### config.mk
export PLATFORM = sky130hd
export DESIGN_NAME = rs15_13_decoder
export DESIGN_NICKNAME = d
export VERILOG_FILES = /design/src/rtl/rs15_13_decoder_pkg.sv /design/src/rtl/gf16_mul_alpha_const.sv /design/src/rtl/rs15_13_decoder.sv
export SDC_FILE = /design/constraint.sdc
export NUM_CORES = 1
export LEC_CHECK = 0
export CORE_ASPECT_RATIO = 0.8
export CORE_MARGIN = 2
export CORE_UTILIZATION = 40
export CTS_BUF_LIST = sky130_fd_sc_hd__clkbuf_8
export CTS_CLUSTER_DIAMETER = 30
export DETAILED_ROUTE_END_ITERATION = 12
export GPL_ROUTABILITY_DRIVEN = 1
export MAX_ROUTING_LAYER = met4
export SYNTH_ARGS = -nofsm -noshare
export SYNTH_HDL_FRONTEND = slang
export SYNTH_SLANG_ARGS = --single-unit
### constraint.sdc
create_clock -name i_clk -period 5.9 [get_ports i_clk]
set_input_delay 1.77 -clock i_clk [delete_from_list [all_inputs] [get_ports i_clk]]
set_output_delay 1.77 -clock i_clk [all_outputs]
set_load 0.01 [all_outputs]
### src/rtl/rs15_13_decoder_pkg.sv
// rs15_13_decoder_pkg
// Shared GF(16) / RS(15,13) definitions for the receive-side decoder.
// Contents:
//   SYMBOL_WIDTH, N, K      - code geometry
//   PRIM_POLY               - primitive polynomial x^4+x+1
//   FCR, ROOT1, ROOT2       - generator roots alpha^1, alpha^2
//   state_t                 - decoder FSM states
//   mulAlpha                - multiply a symbol by alpha
//   sym2idx / idx2sym       - log / antilog tables (index 0 = zero, i = alpha^(i-1))
//   mod15                   - fold a 5-bit exponent sum back into 0..14
// Symbol bit order is reversed with respect to the usual polynomial form:
// bit3 carries the alpha^0 coefficient and bit0 the alpha^3 coefficient.
package rs15_13_decoder_pkg;

  localparam int SYMBOL_WIDTH = 4;
  localparam int N            = 15;
  localparam int K            = 13;

  localparam logic [4:0] PRIM_POLY = 5'b10011;

  localparam int FCR   = 1;
  localparam int ROOT1 = FCR;
  localparam int ROOT2 = FCR + 1;

  localparam logic [3:0] LAST_IN  = 4'(N - 1);
  localparam logic [3:0] LAST_OUT = 4'(K - 1);

  typedef logic [SYMBOL_WIDTH-1:0] symbol_t;

  typedef enum logic [1:0] {
    COLLECT,
    SOLVE,
    OUTPUT
  } state_t;

  // Flip into conventional (bit0 = alpha^0) order, shift, reduce, flip back.
  function automatic symbol_t mulAlpha(input symbol_t s);
    logic [3:0] std;
    std = {s[0], s[1], s[2], s[3]};
    std = {std[2:0], 1'b0} ^ (std[3] ? PRIM_POLY[3:0] : 4'b0000);
    return {std[0], std[1], std[2], std[3]};
  endfunction

  function automatic logic [3:0] sym2idx(input symbol_t s);
    case (s)
      4'b1000: return 4'd1;
      4'b0100: return 4'd2;
      4'b0010: return 4'd3;
      4'b0001: return 4'd4;
      4'b1100: return 4'd5;
      4'b0110: return 4'd6;
      4'b0011: return 4'd7;
      4'b1101: return 4'd8;
      4'b1010: return 4'd9;
      4'b0101: return 4'd10;
      4'b1110: return 4'd11;
      4'b0111: return 4'd12;
      4'b1111: return 4'd13;
      4'b1011: return 4'd14;
      4'b1001: return 4'd15;
      default: return 4'd0;
    endcase
  endfunction

  function automatic symbol_t idx2sym(input logic [3:0] idx);
    case (idx)
      4'd1:    return 4'b1000;
      4'd2:    return 4'b0100;
      4'd3:    return 4'b0010;
      4'd4:    return 4'b0001;
      4'd5:    return 4'b1100;
      4'd6:    return 4'b0110;
      4'd7:    return 4'b0011;
      4'd8:    return 4'b1101;
      4'd9:    return 4'b1010;
      4'd10:   return 4'b0101;
      4'd11:   return 4'b1110;
      4'd12:   return 4'b0111;
      4'd13:   return 4'b1111;
      4'd14:   return 4'b1011;
      4'd15:   return 4'b1001;
      default: return 4'b0000;
    endcase
  endfunction

  // Inputs never exceed 29, so a single conditional subtract is enough.
  function automatic logic [3:0] mod15(input logic [4:0] v);
    if (v >= 5'd15) return 4'(v - 5'd15);
    else            return v[3:0];
  endfunction

endpackage

### src/rtl/gf16_mul_alpha_const.sv
// gf16_mul_alpha_const
// Constant multiply of a GF(16) symbol by alpha^C. With C fixed at
// elaboration the repeated alpha steps collapse into a small XOR network.
// Ports:
//   i_sym - input symbol
//   o_sym - i_sym * alpha^C
module gf16_mul_alpha_const
  import rs15_13_decoder_pkg::*;
#(
  parameter int C = 1
) (
  input  logic [SYMBOL_WIDTH-1:0] i_sym,
  output logic [SYMBOL_WIDTH-1:0] o_sym
);

  symbol_t w_acc;

  always_comb begin
    w_acc = i_sym;
    for (int n = 0; n < C; n++) begin
      w_acc = mulAlpha(w_acc);
    end
  end

  assign o_sym = w_acc;

endmodule

### src/rtl/rs15_13_decoder.sv
// rs15_13_decoder
// Streaming RS(15,13) decoder over GF(16). Collects one 15-symbol codeword
// (x^14 coefficient first), evaluates S1 = r(alpha) and S2 = r(alpha^2) by
// Horner's rule while the symbols arrive, spends one cycle solving for a
// single error location/value, then streams the 13 data symbols out with
// the error patched in.
// Ports:
//   i_clk, i_rst_n          - clock, asynchronous active-low reset
//   i_in_valid/o_in_ready   - input handshake, i_in_symbol received symbol
//   o_out_valid/i_out_ready - output handshake, o_out_symbol data symbol
//   o_out_last              - marks the 13th data symbol
//   o_out_corrected         - one symbol error was corrected in this frame
//   o_out_uncorrectable     - error seen that cannot be corrected
module rs15_13_decoder
  import rs15_13_decoder_pkg::*;
(
  input  logic                    i_clk,
  input  logic                    i_rst_n,
  input  logic                    i_in_valid,
  output logic                    o_in_ready,
  input  logic [SYMBOL_WIDTH-1:0] i_in_symbol,
  output logic                    o_out_valid,
  input  logic                    i_out_ready,
  output logic [SYMBOL_WIDTH-1:0] o_out_symbol,
  output logic                    o_out_last,
  output logic                    o_out_corrected,
  output logic                    o_out_uncorrectable
);

  state_t  r_state;
  state_t  w_next_state;

  // Shared counter: input position k during COLLECT, output index during OUTPUT.
  logic [3:0] r_count;
  symbol_t    r_buf [0:K-1];
  symbol_t    r_s1;
  symbol_t    r_s2;
  logic       r_corr;
  logic       r_uncorr;
  logic [3:0] r_kc;
  symbol_t    r_err;

  symbol_t    w_s1_alpha;
  symbol_t    w_s2_alpha2;
  logic       w_accept;
  logic       w_fix;

  logic [4:0] w_log1;
  logic [4:0] w_log2;
  logic [3:0] w_j;
  logic [3:0] w_dbl;
  logic [3:0] w_eexp;
  logic [3:0] w_kc;
  symbol_t    w_err;

  gf16_mul_alpha_const #(.C(ROOT1)) u_mul_s1 (
    .i_sym (r_s1),
    .o_sym (w_s1_alpha)
  );

  gf16_mul_alpha_const #(.C(ROOT2)) u_mul_s2 (
    .i_sym (r_s2),
    .o_sym (w_s2_alpha2)
  );

  assign w_accept = (r_state == COLLECT) && i_in_valid;

  // Exponents live in 0..14; they are only meaningful when the syndrome is
  // nonzero, which SOLVE checks before using them.
  assign w_log1 = {1'b0, sym2idx(r_s1)} - 5'd1;
  assign w_log2 = {1'b0, sym2idx(r_s2)} - 5'd1;

  // Single error e at degree d gives S1 = e*a^d, S2 = e*a^2d, so
  // d = log S2 - log S1 and e = S1^2 / S2.
  assign w_j    = mod15(w_log2 + 5'd15 - w_log1);
  assign w_dbl  = mod15(w_log1 + w_log1);
  assign w_eexp = mod15({1'b0, w_dbl} + 5'd15 - w_log2);
  assign w_err  = idx2sym(w_eexp + 4'd1);
  assign w_kc   = LAST_IN - w_j;

  // Parity positions (13, 14) can never match the output index, so a parity
  // error leaves the data untouched.
  assign w_fix = r_corr && (r_count == r_kc);

  always_ff @(posedge i_clk or negedge i_rst_n) begin
    if (!i_rst_n) r_state <= COLLECT;
    else          r_state <= w_next_state;
  end

  always_comb begin
    w_next_state = r_state;
    o_in_ready   = 1'b0;
    o_out_valid  = 1'b0;
    o_out_last   = 1'b0;
    o_out_symbol = '0;
    case (r_state)
      COLLECT: begin
        o_in_ready = 1'b1;
        if (i_in_valid && (r_count == LAST_IN)) w_next_state = SOLVE;
      end
      SOLVE: begin
        w_next_state = OUTPUT;
      end
      OUTPUT: begin
        o_out_valid  = 1'b1;
        o_out_last   = (r_count == LAST_OUT);
        o_out_symbol = r_buf[r_count] ^ (w_fix ? r_err : 4'b0000);
        if (i_out_ready && (r_count == LAST_OUT)) w_next_state = COLLECT;
      end
      default: begin
        w_next_state = COLLECT;
      end
    endcase
  end

  // Counter, syndromes and solver results. The counter wraps to 0 on the
  // 15th symbol so it is already the output index when OUTPUT starts.
  always_ff @(posedge i_clk or negedge i_rst_n) begin
    if (!i_rst_n) begin
      r_count  <= '0;
      r_s1     <= '0;
      r_s2     <= '0;
      r_corr   <= 1'b0;
      r_uncorr <= 1'b0;
      r_kc     <= '0;
      r_err    <= '0;
    end else begin
      case (r_state)
        COLLECT: begin
          if (i_in_valid) begin
            r_s1    <= w_s1_alpha ^ i_in_symbol;
            r_s2    <= w_s2_alpha2 ^ i_in_symbol;
            r_count <= (r_count == LAST_IN) ? 4'd0 : r_count + 4'd1;
          end
        end
        SOLVE: begin
          if ((r_s1 != '0) && (r_s2 != '0)) begin
            r_corr <= 1'b1;
            r_kc   <= w_kc;
            r_err  <= w_err;
          end else if ((r_s1 != '0) || (r_s2 != '0)) begin
            r_uncorr <= 1'b1;
          end
        end
        OUTPUT: begin
          if (i_out_ready) begin
            if (r_count == LAST_OUT) begin
              r_count  <= '0;
              r_s1     <= '0;
              r_s2     <= '0;
              r_corr   <= 1'b0;
              r_uncorr <= 1'b0;
            end else begin
              r_count <= r_count + 4'd1;
            end
          end
        end
        default: begin
          r_count <= '0;
        end
      endcase
    end
  end

  // Only the data positions are kept; parity symbols feed the syndromes only.
  always_ff @(posedge i_clk) begin
    if (w_accept && (r_count < 4'(K))) r_buf[r_count] <= i_in_symbol;
  end

  assign o_out_corrected     = r_corr;
  assign o_out_uncorrectable = r_uncorr;

endmodule
Yosys cells after proc, flatten, opt, wreduce, memory -nomap -nowiden
Memories as Yosys holds them, arrays and structs flattened. A register that Yosys moved wholly into a read port is not among the register bits. Cells that the tools add are included.

Register bits: 20. Bits in writable memories: 52. Bits in read-only memories: 192. Input port bits: 8. Output and inout bits: 9. Word-level logic and storage cells: 101. Memories: 4.

Memories: (name not given) (depth 16, width 4, rd ports 1, clocked after Yosys merged registers in 1, write ports 0, line rs15_13_decoder_pkg.sv:66) `case (idx)`; (name not given) (depth 16, width 4, rd ports 1, clocked after Yosys merged registers in 0, write ports 0, line rs15_13_decoder_pkg.sv:45) `case (s)`; (name not given) (depth 16, width 4, rd ports 1, clocked after Yosys merged registers in 0, write ports 0, line rs15_13_decoder_pkg.sv:45); r_buf (depth 13, width 4, rd ports 1, clocked after Yosys merged registers in 0, write ports 1, line rs15_13_decoder.sv:35) `symbol_t r_buf [0:K-1];`.

Add/subtract/negate cells: 13. $lt $le $gt $ge: 4. Equality and inequality tests: 13. Mux-type cells: 34. Bitwise operators: 7. Reductions and logical operators: 19.

Operators with widths (count): $mux 4 (13); $xor 4x4->4 (6); $pmux 4 s2 (2); $ge 5x4->1 const B (3); $ne 2x2->1 const B (7); $pmux 4 s3 (1); $sub 4x4->4 const B (3); $mux 1 (10); $mux 2 (5); $sub 4x1->5 const B (2); $sub 5x5->5 (2); $add 4x1->4 const B (2); $eq 4x4->1 const B (2); $reduce_and 4->1 (2); $reduce_bool 4->1 (2); $logic_and 1x1->1 (6); $pmux 2 s3 (1); $add 4x4->5 const B (1); $add 5x4->5 const B (1); $add 5x5->5 (1); $reduce_and 5->1 (1); $eq 4x4->1 (1); $lt 4x4->1 const B (1); $pmux 1 s2 (2); 11 further kinds (13).

Logic depth before layout (Yosys ltp)
An unclocked memory read counts as a cell.

Depth after elaboration: 10. Gate-level depth with buffers: 25. Mapped depth without buffers: 24.

Modules after synthesis
From an unflattened synthesis, not the netlist that was laid out.

Cells, all modules: 439. Area total of the unflattened synthesis: 4878.4 µm².

By module, submodules not included: rs15_13_decoder (times used 1, cells each 431, area each 4814.6 µm², seq. area each 2162.1 µm²); gf16_mul_alpha_const at u_mul_s2 (times used 1, cells each 4, area each 32.5 µm², seq. area each 0.0 µm²); gf16_mul_alpha_const at u_mul_s1 (times used 1, cells each 4, area each 31.3 µm², seq. area each 0.0 µm²).

Least setup slack after synthesis
OpenSTA, ideal clock, no wires.

Path type: flip-flop to flip-flop. Start point: register r_s1[0]. End point: register r_err[3]. Library setup time: 64 ps. Arrival: 5095 ps. Data required time: 5836 ps. Path slack: 741 ps. Stages on the path, launching flop included: 22. Path buffers: 0. Clock period less this slack: 5159 ps. Path through: dfrtp_1 inv_1 ha_1 and2_1 o31a_1 and3_1 xor2_1 ha_1 fa_1 ha_1 a21oi_1 nor4_2 a21oi_4 mux2_2 ha_1 and3_1 o211a_1 a2111o_1 nor2_4 mux2_1 a21oi_1 a21o_1.

Cells in the longest elaborated chain, start to end: 10. Elaborated cells between the ends (all ways): 15. Those cells by class: add/sub: 7; order compare: 2; mux: 2; reduce/logical: 3; memory: 1.

RTL lines: start, declared (line rs15_13_decoder.sv:36) `symbol_t r_s1;`; start signal, assigned (line rs15_13_decoder.sv:131) `r_s1 <= w_s1_alpha ^ i_in_symbol;`; $mem_v2 16x4; $sub 4x1->5 (line rs15_13_decoder.sv:70) `assign w_log1 = {1'b0, sym2idx(r_s1)} - 5'd1;`; $add 5x5->5 (line rs15_13_decoder.sv:76) `assign w_dbl = mod15(w_log1 + w_log1);`; $sub 4x4->4 or $ge 5x4->1 (tied branches) (line rs15_13_decoder_pkg.sv:88) `if (v >= 5'd15) return 4'(v - 5'd15);`; $mux 4 (line rs15_13_decoder_pkg.sv:88); $add 4x4->5 (line rs15_13_decoder.sv:77) `assign w_eexp = mod15({1'b0, w_dbl} + 5'd15 - w_log2);`; $sub 5x5->5 (line rs15_13_decoder.sv:77); $sub 4x4->4 or $ge 5x4->1 (tied branches) (line rs15_13_decoder_pkg.sv:88); $mux 4 (line rs15_13_decoder_pkg.sv:88); $add 4x1->4 (line rs15_13_decoder.sv:78) `assign w_err = idx2sym(w_eexp + 4'd1);`; end, declared (line rs15_13_decoder.sv:41) `symbol_t r_err;`.

Parallel ways exist; a longest one is shown, timed or not. A chain may end at the register's enable or synchronous reset.

Final worst setup path
Same ends and word-level chain as after synthesis.

==> run metrics <==
result of the run completed; worst slew slack as a fraction of its limit 24.8%; core box area 0.0121 mm²; Worst setup SP type flip-flop; number of buffers inserted during clock tree synthesis 9; clock net sink count 76; ANT nets after route 0; vias after detailed routing 3,260; largest net degree at the start of global routing 25; DRC violation count after routing 0; nature of the critical path endpoint flip-flop; most repeated library cell on the critical path ha_1; routability-driven placement congestion ratio 0.802; count of nets after finishing 485; remaining global-route overflow 0; flip-flop and latch count after synthesis 76; count of pins over their slew limit 0; final setup vio count 0; slew at the pin closest to its max-slew limit 1.12 ns; clock transition at the register clock pins on the worst setup and hold paths after CTS 0.08 ns; Setup TNS 0 ns; first-pass iteration count of the detailed router 4; share of the clock period used by the worst path 93.5%; portion of netlist area occupied by mux cells 9.97%; Clock Tree Root clkbuf_8; startpoint of the worst setup timing path r_s1[0]; achievable clock frequency 181 MHz; maximum root-to-sink buffer count 2; Hold Fails Final Rpt 0; Critical Path Slowest Stage Cell fa_2; kind of path behind the tightest hold check reg -> reg; xor/xnor share of the synthesized area 7.37%; Adder-Cell Fraction of Synth Area 9.74%; Post-CTS Hold Fix Bufs 0; Post-synth EDFFs 52; global-route total usage across every layer 16.4%; simple-gate area share of the yosys netlist 13.0%; setup repair after global routing missed its margin false; number of DRC markers after the initial detailed-route iteration 210; share of the synthesized area in compound gates (AO/OA/AOI/OAI) 11.7%; antenna violations before repair 0; number of global-route vias before repair 3,129; number of library cell types mapped by synthesis 69; number of nets produced by synthesis 471; antenna fix cells 0; Data arrival, critical path 5.80 ns; total buffers and inverters traversed by the critical path 1; CP required 6.18 ns; Max H-tree Level 3; category of the most critical setup path reg -> reg; Avg Cell Area, Syn 11.5 µm²; horizontal die dimension 128 µm; post-route clock skew 0.0144 ns; netlist area before placement 0.00491 mm²; worst reg2reg startpoint r_s1[0]; synthesis warning total 0; layout cell share with drive strength beyond 1 13.9%; share of synthesized flip-flops with an asynchronous set or reset 31.6%; standard-cell rows 36; global-route wire length before repair 16,000 µm; launch instance of the worst min-delay path r_err[2]; TritonCTS clock tree yes; total of buffers placed on input and output ports 16; detailed placement HPWL 7410 µm; sequential share of the synthesized area 44.1%; die footprint 0.0132 mm²; Detailed Route WL 10,100 µm; worst path cell trace inv_1 -> ha_1 -> and2_1 -> o31a_1 -> and3_1 -> xor2_1 -> ha_2 -> fa_2 -> ha_1 -> a21oi_1 -> nor4_2 -> a21oi_4 -> mux2_2 -> ha_1 -> nand2b_1 -> a2111oi_1 -> o22ai_1 -> nand4_1 -> nor2_4 -> mux2_1 -> a21oi_1 -> a21o_1; Boundary Pins 17; most common flop cell mapped by yosys edfxtp_1; combinational family with the most area after synthesis simple AND/OR/NAND/NOR gates; CP top delay family adder cells; number of instances in the synthesized netlist 426; Die Height 103 µm; highest fanout seen on the critical path 8; longest individual stage delay on the worst path 0.51 ns; routed wire length per instance 16.9 µm; post-layout min period 5.51 ns; initial cell density of the core 40.7%; max-cap check violation count 0; signed area change from the synthesized netlist to the final layout 9.89%; via count normalized by instance count 5.46; worst skew pair latency 0.35 ns
tightest hold or removal path, cell delays in order, from the launching register on:
cell and delay [ns]:
dfrtp_1 0.35, nand2_1 0.06, o21ai_2 0.05
cells by family after synthesis:
group,after synthesis
flip-flops,76
multiplexers,27
XOR/XNOR,38
adder cells (fa/ha/maj),37
AND/OR/NAND/NOR,117
AO/OA/AOI/OAI,81
buffers and inverters,50
flip-flops by register name, indices dropped and copies added (netlist names):
register	count
r_buf	52
r_count	4
r_err	4
r_kc	4
r_s1	4
r_s2	4
r_state	2
o_out_corrected	1
o_out_uncorrectable	1
through the flow:
| stage | cells | hold slack (ns) | area, µm² | setup WS (ns) | utilization [%] |
|---|---|---|---|---|---|
| 2_1_floorplan | 426 | 0.449 | 4910 | 0.741 | - |
| 3_3_place_gp | 578 | 0.475 | 5190 | 0.391 | 43.0 |
| 3_5_place_dp | 578 | 0.483 | 5190 | 0.201 | 43.0 |
| 4_1_cts | 594 | 0.497 | 5350 | 0.189 | 44.3 |
| 5_1_grt | 597 | 0.520 | 5390 | 0.0131 | 44.7 |
| 6_report | 597 | 0.492 | 5390 | 0.385 | 44.7 |
final timing paths:
path	endpoint	slack, ns	cells past startpoint
max	r_err[3]	0.39	22
min	r_err[2]	0.49	2
max reg2reg	r_err[3]	0.39	22
min reg2reg	r_err[2]	0.49	2
max in group asynchronous	r_s1[0]	3.13	1
min in group asynchronous	r_s1[3]	2.02	1
final cells by class:
type / count / area, µm²
Inverter: 31 / 116
Clock buffer: 9 / 124
Sequential cell: 76 / 2160
Multi-Input combinational cell: 300 / 2560
Clock inverter: 7 / 37.5
Timing Repair Buffer: 22 / 205
Tap cell: 152 / 190
Fill cell: 1106 / 6680
cell usage after synthesis (all sizes together) (7+ instances only):
library cell / instances / area (µm²)
nand2b: 11 / 71.3
edfxtp: 52 / 1560
mux4: 17 / 383
nand3: 11 / 65.1
xnor2: 15 / 146
dfrtp: 24 / 601
nand2: 29 / 109
a21oi: 16 / 95.1
clkbuf: 13 / 50.0
nor2: 26 / 110
inv: 31 / 116
xor2: 22 / 193
and2: 15 / 93.8
nor3b: 7 / 63.8
ha: 35 / 438
o21ai: 29 / 164
placed cells by master (no fill, tap or decap), types with 16 or more instances in the layout:
cell type	instances
clkdlybuf4s50_1	16
dfrtp_1	23
edfxtp_1	52
ha_1	34
inv_1	33
mux4_2	17
nand2_1	29
nor2_1	23
o21ai_0	24
xor2_1	22
repair_timing:
action                     in CTS  in global routing
setup buffers                   0                  3
resized for setup               0                  5
setup endpoints to repair       0                  4
layer usage:
metal,routed length (µm),part of all wire (%),global-route usage [%],vias up
li1,-,-,-,1579
met1,5080,50,23.1,1621
met2,4620,46,25.1,49
met3,279,2.8,2.39,11
met4,117,1.2,4.56,0
met5,0,0,-,-
Power is left out: the tool's default activity adds up to more than one toggle a clock period on the data nets, which glitch-free logic cannot reach.
